`src/rtl/exibidor_sequencia.sv`:
```
// exibidor_sequencia
//   Sequence playback engine for the memory game. On iniciar it walks the
//   sequence memory from address 0 up to the latched limite. Each move is
//   shown on the LEDs for TEMPO_ACESO cycles, followed by a TEMPO_APAGADO
//   dark gap. A one-cycle fim pulse marks the end of playback.
//
// Ports:
//   clock        system clock, rising edge
//   reset        asynchronous, active-low reset
//   iniciar      start request (only sampled while idle)
//   parar        synchronous abort, highest priority
//   limite       index of the last move to show (latched at start)
//   mem_endereco read address to the sequence memory
//   mem_dado     combinational read data for mem_endereco
//   leds         LED drive (nonzero only while a move is lit)
//   ocupado      high while playback is in progress
//   fim          one-cycle completion pulse
//   db_estado    current state code, for debug
module exibidor_sequencia #(
  parameter int ADDR_W        = 4,
  parameter int DADO_W        = 4,
  parameter int TEMPO_ACESO   = 1000,
  parameter int TEMPO_APAGADO = 500
) (
  input  logic              clock,
  input  logic              reset,
  input  logic              iniciar,
  input  logic              parar,
  input  logic [ADDR_W-1:0] limite,
  output logic [ADDR_W-1:0] mem_endereco,
  input  logic [DADO_W-1:0] mem_dado,
  output logic [DADO_W-1:0] leds,
  output logic              ocupado,
  output logic              fim,
  output logic [3:0]        db_estado
);

  // The timer only ever holds 0 .. TEMPO-1, so this width cannot overflow.
  localparam int TEMPO_MAX = (TEMPO_ACESO > TEMPO_APAGADO) ? TEMPO_ACESO : TEMPO_APAGADO;
  localparam int TIMER_W   = $clog2(TEMPO_MAX + 1);

  localparam logic [TIMER_W-1:0] ULTIMO_ACESO   = TIMER_W'(TEMPO_ACESO - 1);
  localparam logic [TIMER_W-1:0] ULTIMO_APAGADO = TIMER_W'(TEMPO_APAGADO - 1);

  typedef enum logic [3:0] {
    OCIOSO  = 4'd0,
    LE      = 4'd1,
    ACESO   = 4'd2,
    APAGADO = 4'd3,
    PROXIMO = 4'd4,
    FIM     = 4'd5
  } estado_t;

  estado_t estado, estadoProx;

  logic [ADDR_W-1:0]  endereco,  enderecoProx;
  logic [ADDR_W-1:0]  limiteReg, limiteProx;
  logic [DADO_W-1:0]  ledReg,    ledProx;
  logic [TIMER_W-1:0] timer,     timerProx;

  always_ff @(posedge clock or negedge reset) begin
    if (!reset) begin
      estado    <= OCIOSO;
      endereco  <= '0;
      limiteReg <= '0;
      ledReg    <= '0;
      timer     <= '0;
    end else begin
      estado    <= estadoProx;
      endereco  <= enderecoProx;
      limiteReg <= limiteProx;
      ledReg    <= ledProx;
      timer     <= timerProx;
    end
  end

  always_comb begin
    estadoProx   = estado;
    enderecoProx = endereco;
    limiteProx   = limiteReg;
    ledProx      = ledReg;
    timerProx    = timer;

    unique case (estado)
      OCIOSO: begin
        if (iniciar && !parar) begin
          limiteProx   = limite;
          enderecoProx = '0;
          timerProx    = '0;
          estadoProx   = LE;
        end
      end

      LE: begin
        ledProx    = mem_dado;
        estadoProx = ACESO;
      end

      ACESO: begin
        if (timer == ULTIMO_ACESO) begin
          timerProx  = '0;
          estadoProx = APAGADO;
        end else begin
          timerProx = timer + 1'b1;
        end
      end

      APAGADO: begin
        if (timer == ULTIMO_APAGADO) begin
          timerProx  = '0;
          estadoProx = PROXIMO;
        end else begin
          timerProx = timer + 1'b1;
        end
      end

      PROXIMO: begin
        // Compare before incrementing so the address stops at the limit
        // and never wraps, even when limite is all ones.
        if (endereco == limiteReg) begin
          estadoProx = FIM;
        end else begin
          enderecoProx = endereco + 1'b1;
          estadoProx   = LE;
        end
      end

      FIM: begin
        estadoProx = OCIOSO;
      end

      default: begin
        estadoProx = OCIOSO;
      end
    endcase

    // Abort overrides every transition; in OCIOSO it also blocks a start.
    if (parar) begin
      estadoProx = OCIOSO;
      timerProx  = '0;
      ledProx    = '0;
    end
  end

  assign mem_endereco = endereco;
  assign leds         = (estado == ACESO) ? ledReg : '0;
  assign ocupado      = (estado == LE) || (estado == ACESO) ||
                        (estado == APAGADO) || (estado == PROXIMO);
  assign fim          = (estado == FIM);
  assign db_estado    = estado;

endmodule

```
`config.mk`:
```
export PLATFORM = sky130hd
export DESIGN_NAME = exibidor_sequencia
export DESIGN_NICKNAME = d
export VERILOG_FILES = /design/src/rtl/exibidor_sequencia.sv
export SDC_FILE = /design/constraint.sdc
export NUM_CORES = 1
export LEC_CHECK = 0
export BUFFER_PORTS_ARGS = -buffer_cell sky130_fd_sc_hd__buf_2
export CAP_MARGIN = 20
export CELL_PAD_IN_SITES_DETAIL_PLACEMENT = 1
export CELL_PAD_IN_SITES_GLOBAL_PLACEMENT = 1
export CORE_MARGIN = 2
export CORE_UTILIZATION = 30
export CTS_BUF_LIST = sky130_fd_sc_hd__clkbuf_8
export CTS_CLUSTER_SIZE = 12
export DETAILED_ROUTE_END_ITERATION = 7
export HOLD_SLACK_MARGIN = 0.03
export PLACE_DENSITY = 0.66
export SYNTH_ARGS = -nofsm -noshare
export SYNTH_HDL_FRONTEND = slang
export SYNTH_SLANG_ARGS = --single-unit
```
`constraint.sdc`:
```
create_clock -name clock -period 2.2 [get_ports clock]
set_input_delay 0.22 -clock clock [delete_from_list [all_inputs] [get_ports clock]]
set_output_delay 0.22 -clock clock [all_outputs]
set_load 0.01 [all_outputs]
```
### Word-level counts from Yosys, hierarchy flattened

Cells that the tools add are included.

* $add $sub $neg: 2
* equality and inequality tests: 13
* reduce and logical (&&, ||, !) cells: 13
* mux-type cells: 17

Operators with widths (number)
* $mux 10: 4
* $mux 4: 9
* $pmux 10 s3: 1
* $pmux 4 s5: 1
* $add 10x1->10 const B: 1
* $eq 10x10->1 const B: 1
* $eq 10x9->1 const B: 1
* $ne 3x3->1 const B: 3
* $eq 4x2->1 const B: 2
* $eq 4x3->1 const B: 2
* $pmux 4 s2: 1
* $reduce_and 3->1: 2
* $add 4x1->4 const B: 1
* $eq 4x1->1 const B: 1
* $eq 4x4->1: 1
* $logic_not 4->1: 1
* $ne 2x2->1 const B: 2
* $reduce_and 2->1: 2
* $reduce_bool 2->1: 2
* $reduce_bool 4->1: 1
* $logic_or 1x1->1: 3
* $mux 3: 1
* $logic_and 1x1->1: 1
* $logic_not 1->1: 1

* word-level logic and storage cells: 50
* register bits: 26
* output and inout bits: 14
* input bits: 12

### Logic depth before layout (Yosys ltp)

* depth in word-level cells: 5
* mapped depth: 6

### Least setup slack after synthesis

No wires, ideal clock.

* path kind: register -> register
* from: register estado[2], in the netlist db_estado[2]
* to: register timer[7]
* arrival: 1.706 ns
* path buffers: 1
* slack: 0.417 ns
* stages on the path, launching flop included: 6
* library setup time: 0.077 ns
* data required time: 2.123 ns
* cells stage by stage: dfrtp_1 -> buf_6 -> or3b_1 -> a311o_1 -> or3_1 -> a21oi_1

* longest elaborated chain between the ends: 3
* elaborated cells between the ends (all ways): 8
* those cells by class: eq/ne (3); mux (2); reduce/logical (3)

RTL lines
* start: declaration: RTL line 54 `estado_t estado, estadoProx;`
* start signal: assignment: RTL line 69 `estado <= estadoProx;`
* $eq 4x2->1 / $logic_not 4->1 (equally long branches): RTL line 84 `unique case (estado)`
* $pmux 10 s3 (tied with other cells): RTL line 84
* $mux 10 / $reduce_and 2->1 (equally long branches)
* end signal: assignment: RTL line 73 `timer <= timerProx;`
* end: declaration: RTL line 59 `logic [TIMER_W-1:0] timer, timerProx;`

Parallel ways exist; a longest one is shown, timed or not.
A chain may end at the register's enable or synchronous reset.

### Final worst setup path

* from: register estado[0], in the netlist db_estado[0]
* to: register timer[9]

The elaborated chain is that of the path after synthesis.

==> impl_metrics.ini <==
[finish]
drive_above_1_share = 0.243
nets = 184
antenna_cells = 0
syn_to_final_growth_pct = 16.3

[synth]
synth-main-ff-cell = dfrtp_1
ys_async_sr_fraction = 1.00
synth_area_leaders = dfrtp_1 45%, nand3_1 3.6%, mux2_2 3.2%, nand2_1 3.0%, nor2_1 3.0%
synth_area_per_cell_sq_um = 9.58
ys_seq_elements = 25
postSynthCellCount = 145
yosys.area.top_type = dfrtp_1
ys_seq_area_frac = 0.450
synth.most_common_cell = dfrtp_1
yosys.area.top_type_share = 0.450
yosys-top-cells-count = 25 x dfrtp_1, 11 x nand2_1, 11 x nor2_1, 10 x nand3_1, 8 x o21ai_0
synth_edf_count = 0
synth_fp_nets = 159
syn_area_sq_mm = 0.00139
yosysWarningCount = 0
yosys.cell_types.count = 45

[route]
drt_first_pass_iters = 4
drc = 0
wire_per_inst_microns = 15.7
vias_per_cell = 5.40
dr.first_iter.drc_count = 69
drt-total-wl_microns = 3470
vias = 1194
antenna_left = 0

[clock_tree]
cts.sinks = 25
postCtsSetupRepairBufs = 0
clockRootBuffer = clkbuf_8
post_cts_resized = 0
cts_tree = yes
cts_made_buffers = 3
h-tree-depth = 1
clk_path_buf_depth = 2
ctsHoldBuffers = 1
clk_pin_slew_ps = 100
insertion_delay_ps = 280

[timing]
fin_crit_sh = 0.870
drv_slew = 0
clock.fmax_mhz = 523
skew_ps = 5.96
setup_violations = 0
rsz0062_at_grt = false
slew_headroom = 0.512
tightestPinTransition_ps = 724
hold_viol_final = 0
period_needed_ps = 1910
timing.setup.tns_ps = 0

[die]
core_area_sq_mm = 0.00441
start_util = 0.315
io_pins = 26
dieArea_sq_mm = 0.00519
fp-row-count = 24
dieWidth_microns = 72.0
die_height_microns = 72.0

[worst_setup_path]
cp_num_cells = 4
r2r.worst_path.cells = 4
cp_data_required_time_ps = 2400
critPathBufInv = 0
worst_ep_arrival_time_ps = 2120
start_kind = register
crit_path_end_kind = register
critical-path-top-delay-family = simple AND/OR/NAND/NOR gates
cp_cell_sequence = or3b_1, a311o_1, or3_1, a21oi_1
cp_slowest_stage_delay_ps = 520
slowest_stage = dfrtp_1
cp_max_fo = 13
critPathKind = register to register

[grt]
track_usage = 0.145
grt_pass1_wl_microns = 5930
grt_max_degree = 26
antenna_found_initial = 0
grt-ovfl-total = 0
grt_pass1_vias = 1254

[run_status]
status = complete, no violations

[min_path]
min_path_type = input port to register
hold_depth = 2

[power]
power.density_mw_per_mm2 = 579
finalPower_mw = 0.935
p_leak_nw = 0.735
vdd_drop_max_uv = 222

[placement]
dp_hpwl_microns = 2650
port_buffers = 24
gp_congestion = 0.755

[run]
max_cap_viol_count = 0
power by group:
| part | internal, mW | switching, mW |
|---|---|---|
| sequential | 0.485 | 0.0213 |
| combinational | 0.0590 | 0.0745 |
| clock | 0.133 | 0.162 |
routing by layer:
layer	vias up	track usage	part of all wire	wire, microns
met3	5	0.0236	0.038	132
met2	25	0.248	0.47	1620
li1	576	-	-	-
met5	-	0	0	0
met4	0	0.0629	0.020	71
met1	588	0.182	0.47	1640
sequential cells by signal, indices dropped and copies added (netlist names):
register,flops
ledReg,4
limiteReg,4
db_estado,3
timer,10
mem_endereco,4
area by class of cell:
class	instances	area, sq um
sequential	25	626
clock buffer	3	41.3
inverter	4	15.0
timing repair buffer	29	160
multi-input combinational	107	699
fill	525	2800
clock inverter	1	8.76
tap	52	65.1
metrics by stage:
| step | cells | hold WS [ps] | worst slack (ps) | utilization | cell area (sq um) |
|---|---|---|---|---|---|
| floorplan | 145 | -75.6 | 417 | - | 1390 |
| global placement | 216 | 254 | 405 | 0.352 | 1560 |
| detailed placement | 216 | 258 | 337 | 0.352 | 1560 |
| CTS | 221 | 160 | 298 | 0.366 | 1620 |
| global route | 221 | 162 | 219 | 0.366 | 1620 |
| finish | 221 | 165 | 286 | 0.366 | 1620 |
worst paths after layout:
path                                     startpoint                       end  slack [ps]
min in group asynchronous                     reset     ledReg[1]$_DFFE_PN0P_         460
max                        db_estado[0]$_DFFE_PN0P_      timer[9]$_DFFE_PN0P_         290
min                                       limite[0]  limiteReg[0]$_DFFE_PN0P_         170
max reg2reg                db_estado[0]$_DFFE_PN0P_      timer[9]$_DFFE_PN0P_         290
max in group asynchronous                     reset      timer[0]$_DFFE_PN0P_        1350
min reg2reg                   ledReg[1]$_DFFE_PN0P_     ledReg[1]$_DFFE_PN0P_         530
placed cells by master, fill, tap and decap left out, types with 4 or more instances in the layout:
cell / count
or3_1: 5
buf_4: 4
nand2_1: 11
dfrtp_1: 25
nor2_1: 11
mux2_2: 4
xor2_1: 4
and2_1: 5
buf_2: 24
inv_1: 4
a21oi_1: 5
nand3_1: 10
mux2i_1: 4
o21ai_0: 8
cells by family (layout without fill, tap and decap cells):
kind of cell               after synthesis  count (layout)  synth area share
DFF                                     25              25             0.450
muxes                                    8               8            0.0613
xor gates and xnor gates                 5               5            0.0315
other                                    1               1           0.00270
and+or+nand+nor                         61              61             0.240
AOI/OAI and AO/OA                       30              30             0.150
adders and majority gates                2               2            0.0180
buffers and inverters                   13              37            0.0459
No activity file was read; power rests on OpenSTA's default activity.
